$ cat src/rtl/riscv_multicycle_controller.sv
`default_nettype none
// +------------------------------------------------------------------------+
// | Module      : riscv_multicycle_controller                              |
// | Description : Multi-cycle RV32I control FSM. Sequences fetch, decode,  |
// |               execute, memory and writeback over one shared memory    |
// |               port with a ready handshake and drives every datapath   |
// |               mux select and write strobe.                            |
// |               Optional macro RISC_ILLEGAL_TRAP_EN: an illegal opcode  |
// |               parks the FSM in TRAP with IllegalInstr=1 until reset;  |
// |               when undefined an illegal opcode retires as a NOP.      |
// | Revision    : 1.0 - initial release                                    |
// +------------------------------------------------------------------------+
module riscv_multicycle_controller #(
  parameter int W        = 32,
  parameter int ALUCTL_W = 4
) (
  input  logic                clk,
  input  logic                reset_n,
  input  logic [W-1:0]        Instr,
  input  logic                Zero,
  input  logic                Negative,
  input  logic                Carry,
  input  logic                Overflow,
  input  logic                MemReady,
  output logic                MemReq,
  output logic                MemWrite,
  output logic                AdrSrc,
  output logic                IRWrite,
  output logic                PCWrite,
  output logic                RegWrite,
  output logic [1:0]          ResultSrc,
  output logic [1:0]          ALUSrcA,
  output logic [1:0]          ALUSrcB,
  output logic [2:0]          ImmSrc,
  output logic [ALUCTL_W-1:0] ALUControl,
  output logic                InstrDone,
  output logic                IllegalInstr
);

  typedef enum logic [3:0] {
    S_FETCH    = 4'd0,
    S_DECODE   = 4'd1,
    S_MEMADR   = 4'd2,
    S_MEMREAD  = 4'd3,
    S_MEMWB    = 4'd4,
    S_MEMWRITE = 4'd5,
    S_EXECR    = 4'd6,
    S_EXECI    = 4'd7,
    S_ALUWB    = 4'd8,
    S_BRANCH   = 4'd9,
    S_JAL      = 4'd10,
    S_JALR     = 4'd11,
    S_JLINK    = 4'd12,
    S_LUI      = 4'd13,
    S_AUIPC    = 4'd14,
    S_TRAP     = 4'd15
  } state_t;

  localparam logic [6:0] c_op_load   = 7'b0000011;
  localparam logic [6:0] c_op_store  = 7'b0100011;
  localparam logic [6:0] c_op_rtype  = 7'b0110011;
  localparam logic [6:0] c_op_itype  = 7'b0010011;
  localparam logic [6:0] c_op_branch = 7'b1100011;
  localparam logic [6:0] c_op_jal    = 7'b1101111;
  localparam logic [6:0] c_op_jalr   = 7'b1100111;
  localparam logic [6:0] c_op_lui    = 7'b0110111;
  localparam logic [6:0] c_op_auipc  = 7'b0010111;

  state_t     r_state;
  state_t     w_next;
  logic [6:0] w_opcode;
  logic [2:0] w_funct3;
  logic       w_bit30;
  logic [2:0] w_imm_src;
  logic [3:0] w_alu_op;
  logic [3:0] w_alu;
  logic       w_taken;
  logic       w_unused;

  assign w_opcode = Instr[6:0];
  assign w_funct3 = Instr[14:12];
  assign w_bit30  = Instr[30];
  // Bits of a wider instruction word beyond the RV32I fields are ignored.
  assign w_unused = &{1'b0, Instr};

  assign ALUControl = ALUCTL_W'(w_alu);

  // Immediate format is a pure function of the opcode, independent of state.
  always_comb begin
    w_imm_src = 3'b000;
    case (w_opcode)
      c_op_store:           w_imm_src = 3'b001;
      c_op_branch:          w_imm_src = 3'b010;
      c_op_jal:             w_imm_src = 3'b011;
      c_op_lui, c_op_auipc: w_imm_src = 3'b100;
      default:              w_imm_src = 3'b000;
    endcase
  end

  // ALU operation for R/I execute; subtract only for R-type with bit 30 set,
  // while bit 30 selects sra over srl for both R and I forms.
  always_comb begin
    w_alu_op = 4'd0;
    case (w_funct3)
      3'b000:  w_alu_op = (r_state == S_EXECR && w_bit30) ? 4'd1 : 4'd0;
      3'b001:  w_alu_op = 4'd7;
      3'b010:  w_alu_op = 4'd5;
      3'b011:  w_alu_op = 4'd6;
      3'b100:  w_alu_op = 4'd4;
      3'b101:  w_alu_op = w_bit30 ? 4'd9 : 4'd8;
      3'b110:  w_alu_op = 4'd3;
      default: w_alu_op = 4'd2;
    endcase
  end

  // Branch condition from the flags of rs1 - rs2; Carry=1 means no borrow.
  always_comb begin
    w_taken = 1'b0;
    case (w_funct3)
      3'b000:  w_taken = Zero;
      3'b001:  w_taken = ~Zero;
      3'b100:  w_taken = Negative ^ Overflow;
      3'b101:  w_taken = ~(Negative ^ Overflow);
      3'b110:  w_taken = ~Carry;
      3'b111:  w_taken = Carry;
      default: w_taken = 1'b0;
    endcase
  end

  // State register; reset drops straight back to FETCH.
  always_ff @(posedge clk or negedge reset_n) begin
    if (!reset_n) r_state <= S_FETCH;
    else          r_state <= w_next;
  end

  // Next state and all outputs; everything is forced low while reset is held.
  always_comb begin
    w_next       = r_state;
    MemReq       = 1'b0;
    MemWrite     = 1'b0;
    AdrSrc       = 1'b0;
    IRWrite      = 1'b0;
    PCWrite      = 1'b0;
    RegWrite     = 1'b0;
    ResultSrc    = 2'b00;
    ALUSrcA      = 2'b00;
    ALUSrcB      = 2'b00;
    ImmSrc       = 3'b000;
    w_alu        = 4'd0;
    InstrDone    = 1'b0;
    IllegalInstr = 1'b0;
    if (reset_n) begin
      ImmSrc = w_imm_src;
      case (r_state)
        S_FETCH: begin
          MemReq    = 1'b1;
          ResultSrc = 2'b10;
          ALUSrcB   = 2'b10;
          if (MemReady) begin
            IRWrite = 1'b1;
            PCWrite = 1'b1;
            w_next  = S_DECODE;
          end
        end
        S_DECODE: begin
          ALUSrcA = 2'b01;
          ALUSrcB = 2'b01;
          case (w_opcode)
            c_op_load, c_op_store: w_next = S_MEMADR;
            c_op_rtype:            w_next = S_EXECR;
            c_op_itype:            w_next = S_EXECI;
            c_op_branch:           w_next = S_BRANCH;
            c_op_jal:              w_next = S_JAL;
            c_op_jalr:             w_next = S_JALR;
            c_op_lui:              w_next = S_LUI;
            c_op_auipc:            w_next = S_AUIPC;
            default: begin
`ifdef RISC_ILLEGAL_TRAP_EN
              w_next = S_TRAP;
`else
              InstrDone = 1'b1;
              w_next    = S_FETCH;
`endif
            end
          endcase
        end
        S_MEMADR: begin
          ALUSrcA = 2'b10;
          ALUSrcB = 2'b01;
          w_next  = w_opcode[5] ? S_MEMWRITE : S_MEMREAD;
        end
        S_MEMREAD: begin
          MemReq = 1'b1;
          AdrSrc = 1'b1;
          if (MemReady) w_next = S_MEMWB;
        end
        S_MEMWB: begin
          ResultSrc = 2'b01;
          RegWrite  = 1'b1;
          InstrDone = 1'b1;
          w_next    = S_FETCH;
        end
        S_MEMWRITE: begin
          MemReq   = 1'b1;
          MemWrite = 1'b1;
          AdrSrc   = 1'b1;
          if (MemReady) begin
            InstrDone = 1'b1;
            w_next    = S_FETCH;
          end
        end
        S_EXECR: begin
          ALUSrcA = 2'b10;
          ALUSrcB = 2'b00;
          w_alu   = w_alu_op;
          w_next  = S_ALUWB;
        end
        S_EXECI: begin
          ALUSrcA = 2'b10;
          ALUSrcB = 2'b01;
          w_alu   = w_alu_op;
          w_next  = S_ALUWB;
        end
        S_ALUWB: begin
          RegWrite  = 1'b1;
          InstrDone = 1'b1;
          w_next    = S_FETCH;
        end
        S_BRANCH: begin
          ALUSrcA   = 2'b10;
          w_alu     = 4'd1;
          PCWrite   = w_taken;
          InstrDone = 1'b1;
          w_next    = S_FETCH;
        end
        S_JAL: begin
          ALUSrcA = 2'b01;
          ALUSrcB = 2'b10;
          PCWrite = 1'b1;
          w_next  = S_ALUWB;
        end
        S_JALR: begin
          ALUSrcA   = 2'b10;
          ALUSrcB   = 2'b01;
          ResultSrc = 2'b10;
          PCWrite   = 1'b1;
          w_next    = S_JLINK;
        end
        S_JLINK: begin
          ALUSrcA = 2'b01;
          ALUSrcB = 2'b10;
          w_next  = S_ALUWB;
        end
        S_LUI: begin
          ALUSrcA = 2'b11;
          ALUSrcB = 2'b01;
          w_next  = S_ALUWB;
        end
        S_AUIPC: begin
          ALUSrcA = 2'b01;
          ALUSrcB = 2'b01;
          w_next  = S_ALUWB;
        end
`ifdef RISC_ILLEGAL_TRAP_EN
        S_TRAP: begin
          IllegalInstr = 1'b1;
        end
`endif
        default: w_next = S_FETCH;
      endcase
    end
  end

endmodule
`default_nettype wire

$ cat config.mk
export PLATFORM = sky130hd
export DESIGN_NAME = riscv_multicycle_controller
export DESIGN_NICKNAME = d
export VERILOG_FILES = /design/src/rtl/riscv_multicycle_controller.sv
export SDC_FILE = /design/constraint.sdc
export NUM_CORES = 1
export LEC_CHECK = 0
export CAP_MARGIN = 20
export CORE_ASPECT_RATIO = 1.1
export CORE_UTILIZATION = 38
export CTS_CLUSTER_DIAMETER = 150
export DETAILED_ROUTE_END_ITERATION = 16
export MAX_ROUTING_LAYER = met4
export PLACE_DENSITY = 0.84
export SYNTH_ARGS = -nofsm -noshare
export SYNTH_HDL_FRONTEND = slang
export SYNTH_SLANG_ARGS = --single-unit
$ cat constraint.sdc
create_clock -name clk -period 1.7 [get_ports clk]
set_input_delay 0.17 -clock clk [delete_from_list [all_inputs] [get_ports clk]]
set_output_delay 0.17 -clock clk [all_outputs]
set_load 0.01 [all_outputs]
After elaboration in Yosys (flattened, before gate mapping)
Index checks and enable logic that the tools add are counted.

Equal/unequal tests: 33. Mux-type cells: 36. Bitwise operators: 4. Reduce and logical (&&, ||, !) cells: 19.

Operator list (count): $pmux 4 s7 (2); $pmux 4 s8 (1); $eq 4x4->1 const B (7); $eq 7x6->1 const B (3); $eq 7x7->1 const B (3); $eq 4x3->1 const B (4); $mux 1 (16); $mux 4 (4); $eq 7x5->1 const B (2); $reduce_or 2->1 (7); $eq 3x3->1 const B (4); $pmux 3 s4 (1); $reduce_or 6->1 (2); $reduce_or 3->1 (3); $reduce_or 9->1 (1); $eq 4x2->1 const B (2); $pmux 2 s2 (2); $pmux 4 s2 (1); $eq 7x2->1 const B (1); $eq 3x2->1 const B (2); $mux 2 (3); $mux 3 (2); $ne 2x2->1 const B (3); $pmux 1 s3 (2); 12 further kinds (14).

Register bits after elaboration: 4. Output and inout port bits: 21.

Logic depth before layout (Yosys ltp)
Depth in word-level cells: 6. Depth in mapped cells: 6.

Worst setup path after synthesis
Ideal clock, no wire load.

Path type: register to output. Start: register r_state[0]. End: output ALUControl[0]. Data arrival time: 1250 ps. Data required time: 1530 ps. Slack: 280 ps. Stages on the path, launching flop included: 6. Path buffers: 1. Cells stage by stage: dfrtp_1 -> buf_2 -> or3_1 -> nor4_2 -> a211oi_1 -> o21ai_1.

Word-level cells in the longest chain between the ends: 6.

RTL lines: from (decl) (line 69) `state_t r_state;`; from (signal assigned) (line 133) `else r_state <= w_next;`; $eq 4x3->1 (line 105, 154); $logic_and 1x1->1 (line 105) `3'b000: w_alu_op = (r_state == S_EXECR && w_bit30) ? 4'd1 : 4'd0;`; $mux 1 (line 105); $pmux 4 s7 (line 104) `case (w_funct3)`; $pmux 4 s2 (*) (line 154) `case (r_state)`; $mux 4 (*) (line 152) `if (reset_n) begin`; to (decl) (line 35) `output logic [ALUCTL_W-1:0] ALUControl,`.

Every way passes the cells marked *; elsewhere a longest branch is shown, timed or not.

Worst setup path after layout
Start: register r_state[2]. End: output ALUSrcB[0].

Word-level cells in the longest chain between the ends: 4.

RTL lines: $eq 4x1->1 (tied with other cells) (line 154); $reduce_or 6->1 (no line) / $reduce_or 3->1 (equally long branches); $pmux 2 s2 (*) (line 154); $mux 2 (*) (line 152); to (decl) (line 33) `output logic [1:0] ALUSrcB,`.

Marks and branches as above.

==> summary.txt <==
Outcome
  – Status: complete, but fails checks
  – Failing checks: setup timing

Worst setup path
  – R2R cell count: 6
  – Critical path cell sequence: buf_6 -> buf_6 -> xnor2_4 -> buf_6 -> nand3_2 -> o21ai_1 -> and2_1 -> buf_2
  – Max incr delay on CP: around 420 ps
  – Crit-path most repeated cell: buf_6
  – Crit-path max FO: 4
  – Worst Path Required: 1530 ps
  – Crit Reg-Reg Endpoint: r_state[3]
  – Critical Path Source Type: register
  – Arrival time of the worst setup path: 1610 ps
  – Crit path kind: reg -> out
  – CP Capture Type: output port
  – Reg2reg start: r_state[2]
  – R2r setup slk: 200 ps
  – Slowest CP cell: dfrtp_1

Yosys
  – Top FF cell, synth: dfrtp_1
  – Asr flop ratio synth: 100%
  – Syn Area/Cell: 6.67 um2
  – Number of synthesized flops with an enable pin: 0
  – Seq cells post-synth: 4
  – Syn Inst Count: 150
  – Synth cell types: 46
  – Post-synthesis sequential area ratio: about a tenth
  – Mapped cell area: between 1000 and 1500 um2
  – Syn_nets: ~190
  – Synth warnings: 0

Finish
  – Share of layout cells above drive strength 1: 39.2%
  – # nets final: 263
  – Commonest non-fill, non-tap cell in the layout: buf_4
  – Cell area after layout: around 1700 um2
  – Most frequent cells in the layout: buf_4, nand2_1, nor2_1
  – Footprint of the multi-input gates: 871 um2
  – Largest register FFs: 4
  – Area grow syn2layout: 74.4%
  – Post-Layout Cell Count: 253
  – Filler instances: 219
  – Top flop regs: r_state (4)
  – # diodes: 0
  – Biggest register: r_state
  – Reg area: 103 um2

Placed design
  – Port bufs: 37
  – Placed Area: 1640 um2
  – Pre-CTS setup slack: -418 ps
  – DP HPWL: 2560 um
  – Final weighted congestion in routability-driven placement: 0.944
  – Post-placement cell count: 246

Global routing
  – Grt total ovfl: 0
  – Antenna violations before repair: 0
  – First-pass GRT wire length: 5640 um
  – Largest net degree at the start of global routing: 13
  – Total Routing Usage GR: 26.1%
  – Vias in the first global route: 1311

STA
  – PnR worst setup slack: -80.3 ps
  – Clock skew: 12.1 ps
  – Finish-stage setup viols: 3
  – Final slew viol count: 0
  – RSZ-0062 raised after global routing: true
  – Setup TNS Final: -173 ps
  – Final period utilization: 105%
  – Final hold vios: 0
  – Max frequency: 0.562 GHz
  – Min Tclk post-route: ~1800 ps

Clock tree
  – Root Driver: clkbuf_4
  – CTS Buf Count: 3
  – Max Root-Sink Buffers: 2
  – Clk_lat worst skew: 250 ps
  – CTS tree: yes
  – H-tree levels: 1
  – Clk sinks: 4
  – Hold-fix buffers at CTS: 0
  – Clk slew on worst S/H paths: 50 ps

Routing
  – Drt drc: 0
  – Post-Route WL: 3640 um
  – DRT antenna net count: 0
  – DRT Pass-1 Iters: 4
  – Number of vias per cell: about 5.6
  – Vias post-DR: 1416
  – Initial DRC count: between 40 and 50
  – WL/cell: around 14 um

Floorplan
  – Initial core utilization: approximately two fifths
  – Chip width: 50.9 um
  – Core region area: approximately 2500 um2
  – Die Ht: 55.8 um
  – Die area: 2840 um2
  – Num ports: 60
  – Site Rows: 19

Min path
  – HP Class: in -> async

Job
  – Total of max-cap violations: 0

Pwr
  – P_leak: between 0.8 and 0.9 nW
  – PD cells: between 500 and 600 nW/um2
  – Peak VDD IR: 383 uV
  – Tot Pwr: 0.986 mW
[Yosys cell counts, types with 2 or more instances]
library cell / n / area [um2]
a211o_1: 2 / 17.5
a211oi_1: 4 / 30.0
a21oi_1: 6 / 30.0
and2_1: 4 / 25.0
and3_1: 4 / 25.0
buf_2: 9 / 45.0
buf_4: 2 / 15.0
buf_6: 3 / 33.8
clkbuf_1: 3 / 11.3
dfrtp_1: 4 / 100
inv_1: 3 / 11.3
mux2i_1: 2 / 20.0
nand2_1: 14 / 52.6
nand2b_1: 7 / 43.8
nand3_1: 9 / 45.0
nand3b_1: 3 / 22.5
nor2_1: 14 / 52.6
nor2b_1: 6 / 37.5
nor3_1: 5 / 25.0
nor4_2: 2 / 25.0
o21ai_0: 9 / 45.0
o21ai_1: 2 / 10.0
o22ai_1: 3 / 18.8
or3_1: 2 / 12.5
xnor2_1: 4 / 35.0
xor2_1: 4 / 35.0
[timing repair]
action | in CTS | in global routing
gates resized for setup | 61 | 23
buffers inserted | 4 | 0
pin swaps | 2 | 4
setup endpoints to repair | 20 | 15
hold endpoints to repair | 0 | 0
[report_power, final]
group	internal, mW	total (mW)	switching [mW]
registers	0.110	0.129	0.0190
clock network	0.0795	0.126	0.0468
logic	0.373	0.730	0.358
[how the worst max path moves through the flow]
stage | start | end | slack [ps] | depth (start not counted)
after floorplan | r_state[0] | ALUControl[0] | 280 | 5
final | r_state[2] | ALUSrcB[0] | -80 | 8
after detailed placement | Instr[14] | PCWrite | -420 | 6
after global placement | Instr[14] | PCWrite | -340 | 6
after CTS | r_state[3] | ALUControl[1] | -120 | 4
after global routing | r_state[2] | ALUSrcB[0] | -110 | 8
[stage by stage]
stage / hold WS, ps / utilization (%)
2_1_floorplan: -126 / -
6_report: 119 / 69.9
3_5_place_dp: 632 / 65.8
4_1_cts: 105 / 69.0
3_3_place_gp: 601 / 65.8
5_1_grt: 127 / 69.9
[routing by layer]
metal | up-vias | part of all wire [%] | track usage, %
li1 | 682 | - | -
met1 | 634 | 36 | 29.3
met2 | 83 | 55 | 47.0
met3 | 17 | 6.1 | 0.546
met4 | 0 | 3.0 | 11.5
met5 | - | 0 | -
[area by class of cell]
class	count	share of cell area (%)
Multi-Input combinational cell	126	49.9
Inverter	3	0.645
Clock buffer	3	1.29
Tap cell	31	2.22
Timing Repair Buffer	86	40.1
Sequential cell	4	5.88
[kinds of logic after synthesis]
| logic type | synth area share, % |
|---|---|
| buf+inv | 11.6 |
| mux | 2.00 |
| compound gates | 27.0 |
| simple gates | 40.4 |
| xor+xnor | 8.62 |
| other cells | 0.375 |
| flops | 10.0 |
[critical path, delay by kind of cell, from the launching register on]
kind,cells,cell delay [ps]
DFF,1,420
buffers and inverters,4,510
and+or+nand+nor,2,180
xor gates and xnor gates,1,190
AOI/OAI and AO/OA,1,70
Power figures use the tool's default switching activity.
